File: src/rtl/uart_rx.sv
// uart_rx: 8N1-style serial receiver with an integrated receive FIFO.
//
// Ports:
//   clk            system clock, single domain
//   rst            synchronous active-high reset
//   rx             serial line, asynchronous to clk, idles high
//   rd_en          pop one FIFO entry when not empty
//   full / empty   FIFO occupancy flags, combinational from the pointers
//   d_out          last popped byte, registered, holds until the next pop
//   rx_error       1-cycle pulse on a bad stop bit
//   fifo_overflow  1-cycle pulse when a received byte is dropped (FIFO full)
//
// Build option: define UART_RX_SYNC_EN to pass rx through a 2-flop
// synchronizer; otherwise rx gets a single register stage.
//
// state       | meaning
// ------------+---------------------------------------------------------
// S_IDLE      | line idle, waiting for a sampled 1->0 transition
// S_START     | timing to mid start bit to confirm it is still low
// S_DATA      | sampling data bits at mid-bit, LSB first
// S_STOP      | sampling stop bit(s); deliver byte or flag framing error
// S_WAIT_IDLE | after a bad stop bit, wait for the line to return high

module uart_rx #(
  parameter int CLOCK_FREQ = 100_000_000,
  parameter int BAUD       = 115200,
  parameter int DATA_BITS  = 8,
  parameter int STOP_BITS  = 1,
  parameter int FIFO_DEPTH = 16
) (
  input  logic                 clk,
  input  logic                 rst,
  input  logic                 rx,
  input  logic                 rd_en,
  output logic                 full,
  output logic                 empty,
  output logic [DATA_BITS-1:0] d_out,
  output logic                 rx_error,
  output logic                 fifo_overflow
);

  localparam int CLKS_PER_BIT = CLOCK_FREQ / BAUD;
  localparam int CW = $clog2(CLKS_PER_BIT) + 1;
  localparam int BW = (DATA_BITS > 1) ? $clog2(DATA_BITS) : 1;
  localparam int AW = $clog2(FIFO_DEPTH);

  localparam logic [CW-1:0] CNT_HALF  = CW'(CLKS_PER_BIT / 2);
  localparam logic [CW-1:0] CNT_LAST  = CW'(CLKS_PER_BIT - 1);
  localparam logic [BW-1:0] BIT_LAST  = BW'(DATA_BITS - 1);
  localparam logic          STOP_LAST = (STOP_BITS == 2);

  typedef enum logic [2:0] {
    S_IDLE,
    S_START,
    S_DATA,
    S_STOP,
    S_WAIT_IDLE
  } state_t;

  // Input conditioning; flops reset high so reset never looks like a start edge.
  logic rx_s;
`ifdef UART_RX_SYNC_EN
  logic [1:0] sync_q;
  always_ff @(posedge clk) begin
    if (rst) sync_q <= 2'b11;
    else     sync_q <= {sync_q[0], rx};
  end
  assign rx_s = sync_q[1];
`else
  logic sync_q;
  always_ff @(posedge clk) begin
    if (rst) sync_q <= 1'b1;
    else     sync_q <= rx;
  end
  assign rx_s = sync_q;
`endif

  state_t                 state_q, state_d;
  logic [CW-1:0]          cnt_q, cnt_d;
  logic [BW-1:0]          bit_idx_q, bit_idx_d;
  logic                   stop_idx_q, stop_idx_d;
  logic                   stop_ok_q, stop_ok_d;
  logic                   rx_prev_q;
  logic [DATA_BITS-1:0]   rx_data, rx_data_d;
  logic                   rx_valid;
  logic                   frame_err;
  logic                   tick;

  assign tick = (cnt_q == CNT_LAST);

  always_comb begin
    state_d    = state_q;
    cnt_d      = cnt_q;
    bit_idx_d  = bit_idx_q;
    stop_idx_d = stop_idx_q;
    stop_ok_d  = stop_ok_q;
    rx_data_d  = rx_data;
    rx_valid   = 1'b0;
    frame_err  = 1'b0;
    case (state_q)
      S_IDLE: begin
        cnt_d = '0;
        if (rx_prev_q && !rx_s) state_d = S_START;
      end
      S_START: begin
        if (cnt_q == CNT_HALF) begin
          cnt_d     = '0;
          bit_idx_d = '0;
          state_d   = rx_s ? S_IDLE : S_DATA;
        end else begin
          cnt_d = cnt_q + 1'b1;
        end
      end
      S_DATA: begin
        if (tick) begin
          cnt_d                = '0;
          rx_data_d[bit_idx_q] = rx_s;
          if (bit_idx_q == BIT_LAST) begin
            state_d    = S_STOP;
            stop_idx_d = 1'b0;
            stop_ok_d  = 1'b1;
          end else begin
            bit_idx_d = bit_idx_q + 1'b1;
          end
        end else begin
          cnt_d = cnt_q + 1'b1;
        end
      end
      S_STOP: begin
        if (tick) begin
          cnt_d = '0;
          // Verdict is deferred to the last stop sample so both outcomes
          // land on the same edge regardless of STOP_BITS.
          if (stop_idx_q == STOP_LAST) begin
            if (stop_ok_q && rx_s) begin
              rx_valid = 1'b1;
              state_d  = S_IDLE;
            end else begin
              frame_err = 1'b1;
              state_d   = S_WAIT_IDLE;
            end
          end else begin
            stop_ok_d  = stop_ok_q & rx_s;
            stop_idx_d = 1'b1;
          end
        end else begin
          cnt_d = cnt_q + 1'b1;
        end
      end
      S_WAIT_IDLE: begin
        cnt_d = '0;
        if (rx_s) state_d = S_IDLE;
      end
      default: state_d = S_IDLE;
    endcase
  end

  always_ff @(posedge clk) begin
    if (rst) begin
      state_q    <= S_IDLE;
      cnt_q      <= '0;
      bit_idx_q  <= '0;
      stop_idx_q <= 1'b0;
      stop_ok_q  <= 1'b0;
      rx_prev_q  <= 1'b1;
      rx_data    <= '0;
    end else begin
      state_q    <= state_d;
      cnt_q      <= cnt_d;
      bit_idx_q  <= bit_idx_d;
      stop_idx_q <= stop_idx_d;
      stop_ok_q  <= stop_ok_d;
      rx_prev_q  <= rx_s;
      rx_data    <= rx_data_d;
    end
  end

  // Receive FIFO; pointer MSB separates full from empty.
  logic [DATA_BITS-1:0] mem_q [FIFO_DEPTH];
  logic [AW:0]          wr_ptr_q, rd_ptr_q;
  logic [DATA_BITS-1:0] d_out_q;
  logic                 rx_error_q, fifo_overflow_q;
  logic                 do_wr, do_rd, overflow_d;

  assign empty = (wr_ptr_q == rd_ptr_q);
  assign full  = (wr_ptr_q[AW] != rd_ptr_q[AW]) &&
                 (wr_ptr_q[AW-1:0] == rd_ptr_q[AW-1:0]);

  // A read in the same cycle frees the slot, so a write at full is still taken.
  assign do_wr      = rx_valid && (!full || rd_en);
  assign do_rd      = rd_en && !empty;
  assign overflow_d = rx_valid && full && !rd_en;

  always_ff @(posedge clk) begin
    if (do_wr) mem_q[wr_ptr_q[AW-1:0]] <= rx_data;
  end

  always_ff @(posedge clk) begin
    if (rst) begin
      wr_ptr_q        <= '0;
      rd_ptr_q        <= '0;
      d_out_q         <= '0;
      rx_error_q      <= 1'b0;
      fifo_overflow_q <= 1'b0;
    end else begin
      if (do_wr) wr_ptr_q <= wr_ptr_q + 1'b1;
      if (do_rd) begin
        rd_ptr_q <= rd_ptr_q + 1'b1;
        d_out_q  <= mem_q[rd_ptr_q[AW-1:0]];
      end
      rx_error_q      <= frame_err;
      fifo_overflow_q <= overflow_d;
    end
  end

  assign d_out         = d_out_q;
  assign rx_error      = rx_error_q;
  assign fifo_overflow = fifo_overflow_q;

endmodule

File: config.mk
export PLATFORM = sky130hd
export DESIGN_NAME = uart_rx
export DESIGN_NICKNAME = d
export VERILOG_FILES = /design/src/rtl/uart_rx.sv
export SDC_FILE = /design/constraint.sdc
export NUM_CORES = 1
export LEC_CHECK = 0
export ABC_AREA = 1
export CORE_AREA = 2 2 137 139
export DETAILED_ROUTE_END_ITERATION = 16
export DIE_AREA = 0 0 139 141
export GPL_TIMING_DRIVEN = 0
export PLACE_DENSITY = 0.57
export RECOVER_POWER = 50
export SYNTH_ARGS = -nofsm -noshare
export SYNTH_HDL_FRONTEND = slang
export SYNTH_SLANG_ARGS = --single-unit
File: constraint.sdc
create_clock -name clk -period 2.9 [get_ports clk]
set_clock_uncertainty 0.2 [all_clocks]
set_input_delay 0.29 -clock clk [delete_from_list [all_inputs] [get_ports clk]]
set_output_delay 0.29 -clock clk [all_outputs]
set_load 0.01 [all_outputs]
# Word-level counts from Yosys, hierarchy flattened

Memories as Yosys holds them, arrays and structs flattened. A register that Yosys moved wholly into a read port is not among the register bits.
Cells that the tools add are included.

Flip-flop bits (word level): 41
Bits in latches: 0
Memory bits (writable): 128
Memory bits (read-only): 0
Bits of input ports: 4
Output and inout port bits: 12
Logic and storage cells: 103
Memories kept: 1

Memories:

| name  | depth | width | read ports | clocked after memory_dff | write ports | RTL line | source |
|---|---|---|---|---|---|---|---|
| mem_q | 16    | 8     | 1          | 1                        | 1           | 179      | `logic [DATA_BITS-1:0] mem_q [FIFO_DEPTH];` |

$add $sub $neg: 4
$mul: 0
Div/mod/pow operators: 0
Magnitude comparators: 2
Equality and inequality tests: 19
Shifts and indexed selects: 0
Muxes and demuxes: 37
Bitwise operators: 3
Reductions and logical operators: 25

Operator list:

| operator                | number |
|---|---|
| $mux W3                 | 11 |
| $pmux W11 S3            | 1 |
| $mux W11                | 2 |
| $ne A2 B2 Y1 const B    | 9 |
| $mux W1                 | 16 |
| $pmux W3 S5             | 1 |
| $add A11 B1 Y11 const B | 1 |
| $eq A11 B10 Y1 const B  | 1 |
| $eq A11 B9 Y1 const B   | 1 |
| $add A5 B1 Y5 const B   | 2 |
| $bwmux W8               | 1 |
| $logic_and A1 B1 Y1     | 8 |
| $reduce_and A4 Y1       | 2 |
| $reduce_and A7 Y1       | 1 |
| $eq A3 B2 Y1 const B    | 2 |
| $eq A3 B3 Y1 const B    | 2 |
| $pmux W3 S2             | 1 |
| $eq A5 B5 Y1            | 1 |
| $reduce_and A5 Y1       | 1 |
| $eq A4 B4 Y1            | 1 |
| $logic_not A1 Y1        | 4 |
| $lt A3 B4 Y1 const B    | 1 |
| $pmux W1 S2             | 2 |
| $reduce_bool A2 Y1      | 2 |
| other kinds (14)        | 16 |

# Longest topological paths before layout

Depth in word-level cells: 8
Mapped depth: 12
Gate-level depth less buffers: 12

# Least setup slack after synthesis

Ideal clock, no wire load.

Kind: register to register
Start: register cnt_q[1]
End: memory mem_q[10][0], enable pin
Setup time: 370 ps
Arrival: 1752 ps
Data required time: 2330 ps
Slack: 577 ps
Cell stages (with the launch flop): 9
Path buffers: 0
Period minus slack after synthesis: 2323 ps
Cell sequence: dfxtp_1 ha_1 nand2_1 nor2_2 nand3_4 nor3_4 and2_4 nand2_4 nor2_1

Cells in the longest elaborated chain, start to end: 6

Ends and longest elaborated chain:

| item                          | RTL line | source |
|---|---|---|
| start: declaration            | 79       | `logic [CW-1:0] cnt_q, cnt_d;` |
| start signal: assignment      | 169      | `cnt_q <= cnt_d;` |
| $eq A11 B10 Y1                | 89       | `assign tick = (cnt_q == CNT_LAST);` |
| $mux W1                       | 130      | `if (tick) begin` |
| $mux W1                       | 100      | `case (state_q)` |
| $logic_and A1 B1 Y1           | 190      | `assign do_wr = rx_valid && (!full \|\| rd_en);` |
| $mux W1                       | 195      | `if (do_wr) mem_q[wr_ptr_q[AW-1:0]] <= rx_data;` |
| $mux W1 (implied by the code) | 195      |  |
| end: declaration              | 179      |  |

Every way passes these cells.

# Worst setup path in the final report

Start: register cnt_q[1]
End: memory mem_q[1][4], enable pin

The elaborated chain is that of the path after synthesis.

==> impl_metrics.toml <==
[timing]
fin_crit_sh_pct = 94.1
hold_viol_final = 0
rsz0062_at_grt = "false"
hold_slack_ps = 222
setup-violations-final = 0
fin_tns_setup_ps = 0
final.min_clock_period_ps = 2730
worstMarginPinSlew_ps = 843
maxSlewHeadroom_pct = 43.7
maxSlewViolCount = 0
layout_setup_ws_ps = 170
max_freq_mhz = 366

[critical_path]
worstReg2RegEnd = "mem_q[1][4]"
crit_path_end_kind = "flop"
worstPathMaxFanout = 8
rr_worst_depth = 8
critPathKind = "reg -> reg"
critical_path_buf_inv_count = 0
cp_data_required_time_ps = 2760
start_kind = "flop"
r2r_start = "cnt_q[1]"
r2r_slack_ps = 170
startpoint = "cnt_q[1]"
critPathMaxStageDelay_ps = 460
crit_family = "simple AND/OR/NAND/NOR gates"
crit_path_frequent_cell = "nor2_2"
crit_chain = "ha_1 > nand2_1 > nor2_2 > nand3_4 > nor3_4 > and2_4 > nand2_4 > nor2_2"
critical_path_arrival_ps = 2590
cp_slowest_cell = "nor2_2"

[die]
rows = 50
io_pins = 16
dieArea_sq_um = 19600
die_width_um = 139
die_y_um = 141
start_util_pct = 43.2
coreArea_sq_um = 18300

[synthesis]
yosys_warnings = 0
syn_inst = 805
synth.distinct_cells = 39
ys_dominant_reg_cell = "edfxtp_1"
mappedNetlistNets = 818
synth-xor-area-share_pct = 1.32
synthAdderAreaFrac_pct = 1.43
synth_seq_cells = 176
async_reset_ff_share_pct = 0
yosys.area_share.simple_pct = 22.7
synth_area_sq_um = 7890
synth_edf_count = 128
synth_mux_area_share_pct = 0
synth_area_per_cell_sq_um = 9.80
seq_area_frac_synth_pct = 60.9
synth_top_family_by_area = "simple AND/OR/NAND/NOR gates"
synth_compound_area_share_pct = 8.97

[clock_tree]
root_buffer = "clkbuf_16"
cts.path.max_buffers = 2
clock-sinks = 176
ctsHtreeMaxLevel = 4
hold_buffers = 0
cts_buffers = 17
clk_latency_ps = 430
path_clk_slew_ps = 70
cts_tree = "yes"

[global_routing]
grt_pass1_wl_mm = 29.8
gr-total-overflow = 0
grt_max_degree = 18
track_usage_pct = 20.0
antenna_found_initial = 0
first_global_vias = 5359

[drt]
via_per_inst = 5.19
drc_errors = 0
first_pass_iters = 5
drt_iter0_drc = 469
vias = 5633
wl_per_cell_um = 17.5
ant_nets = 0
totalWireLength_mm = 19.0

[pwr]
peakVddDrop_mv = 0.513
finalPower_uw = 5690
pwr-share-seq_pct = 48.4
pwr-share-clk_pct = 40.5
p_switching_uw = 1490
powerDensity_nw_per_um2 = 635
switching_share_pct = 26.2
power.internal_uw = 4200
leakage_uw = 0.00333
combPwrFrac_pct = 11.1

[min_path]
hp-start = "rx"
worstHoldPathCells = 2
hold_path_class = "in -> reg"
hold_end = "rx_s"

[finish]
num_antenna_cells = 0
nets = 852
syn_to_final_growth_pct = 13.6
final.fill_count = 1711
final_layout_size_suffix_gt1_share_pct = 13.6

[flow_run]
max_cap_viol_count = 0

[placed_design]
dp_hpwl_mm = 12.8
gp_congestion = 0.838
dp_slack_ps = -94.1
io_buffer_count = 15

[run_status]
status = "complete, no violations"
==> registers in the layout, summed over array words and instances, names as in the netlist <==
| name | flops |
|---|---|
| mem_q | 128 |
| rx_prev_q | 1 |
| fifo_overflow | 1 |
| rx_data | 8 |
| state_q | 3 |
| bit_idx_q | 3 |
| stop_ok_q | 1 |
| rd_ptr_q | 5 |
| rx_s | 1 |
| d_out | 8 |
| wr_ptr_q | 5 |
| cnt_q | 11 |
| rx_error | 1 |
==> synth_stat cells, types with 2 or more instances <==
library cell	number	area share [%]
dfxtp_1	48	12
buf_4	3	0.29
or2_2	3	0.24
o211ai_1	16	1.5
nand2_2	10	0.79
nor2_4	6	0.86
buf_1	4	0.19
clkinv_1	2	0.095
buf_6	3	0.43
nand3_1	45	2.9
buf_2	13	0.82
nand2_1	129	6.1
a21oi_1	21	1.3
nand3_4	2	0.44
nor3_1	5	0.32
o21ai_0	71	4.5
nand4_1	15	1.2
xor2_1	8	0.89
nand2_4	3	0.43
xnor2_1	2	0.22
inv_2	11	0.52
nor2_2	3	0.24
nor2_1	170	8.1
a21oi_2	10	1.1
ha_1	9	1.4
clkbuf_1	12	0.57
o21ai_1	5	0.32
edfxtp_1	128	49
inv_1	38	1.8
==> worst max path at each step <==
stage | slack [ps] | end | depth (start not counted)
6_report | 170 | mem_q[1][4] | 8
5_1_grt | 10 | mem_q[2][1] | 8
4_1_cts | 30 | mem_q[8][1] | 8
3_5_place_dp | -90 | mem_q[7][2] | 8
3_3_place_gp | -70 | mem_q[7][4] | 8
2_1_floorplan | 580 | mem_q[10][0] | 8
==> power groups by stage <==
stage,Sequential [uW],Clock [uW],Combinational [uW]
2_1_floorplan,2800,0,520
5_1_grt,2760,2440,727
6_report,2760,2300,631
3_5_place_dp,2810,0,634
4_1_cts,2760,2340,638
3_3_place_gp,2810,0,620
==> cells by family (layout without fill, tap and decap cells) <==
group / Yosys count / after routing
flops: 176 / 176
compound gates: 125 / 125
buf+inv: 86 / 133
xor+xnor: 11 / 11
fa+ha+maj: 9 / 9
simple gates: 398 / 398
==> per-layer routing <==
metal | track usage (%) | share of wire (%) | vias to the layer above
met5 | 0 | 0 | -
met4 | 6.96 | 2.2 | 0
met3 | 3.63 | 4.5 | 23
met1 | 27.4 | 47 | 2680
met2 | 32.1 | 47 | 126
li1 | - | - | 2804
==> what timing repair did <==
action	4_1_cts	5_1_grt
buffers inserted	0	0
setup endpoints to repair	56	80
resized for setup	7	10
gates cloned	0	0
pin swaps	0	0
==> final cells by class <==
| class | count | area [sq um] | share of cell area (%) |
|---|---|---|---|
| Buffer | 35 | 174 | 1.94 |
| Clock buffer | 17 | 425 | 4.75 |
| Clock inverter | 15 | 171 | 1.91 |
| Inverter | 51 | 191 | 2.14 |
| Multi-Input combinational cell | 543 | 2760 | 30.7 |
| Sequential cell | 176 | 4800 | 53.6 |
| Tap cell | 234 | 293 | 3.27 |
| Timing Repair Buffer | 15 | 150 | 1.67 |
==> cell usage in the layout, fill, tap and decap left out, drive strengths merged <==
cell type / synthesis / routed
o21ai: 76 / 76
clkinvlp: 0 / 1
ha: 9 / 9
o211ai: 16 / 16
nor4: 1 / 1
clkbuf: 12 / 30
nand2: 142 / 142
nand3b: 1 / 1
o21a: 1 / 1
nor2: 180 / 180
clkdlybuf4s50: 0 / 4
dfxtp: 48 / 48
nor3: 6 / 6
and2: 1 / 1
o21bai: 1 / 1
dlygate4sd3: 0 / 11
a21oi: 31 / 31
edfxtp: 128 / 128
nand3: 47 / 47
nor3b: 1 / 1
inv: 49 / 57
xnor2: 3 / 3
buf: 23 / 22
bufinv: 0 / 2
clkinv: 2 / 6
xor2: 8 / 8
nand4: 16 / 16
or2: 3 / 3
==> metrics by stage <==
step | cell area, sq um | util (%) | std cells
2_1_floorplan | 7890 | - | 805
4_1_cts | 8950 | 49.0 | 1086
3_5_place_dp | 8340 | 45.6 | 1054
5_1_grt | 8960 | 49.1 | 1086
3_3_place_gp | 8340 | 45.6 | 1054
6_report | 8960 | 49.1 | 1086
Power figures use the tool's default switching activity.
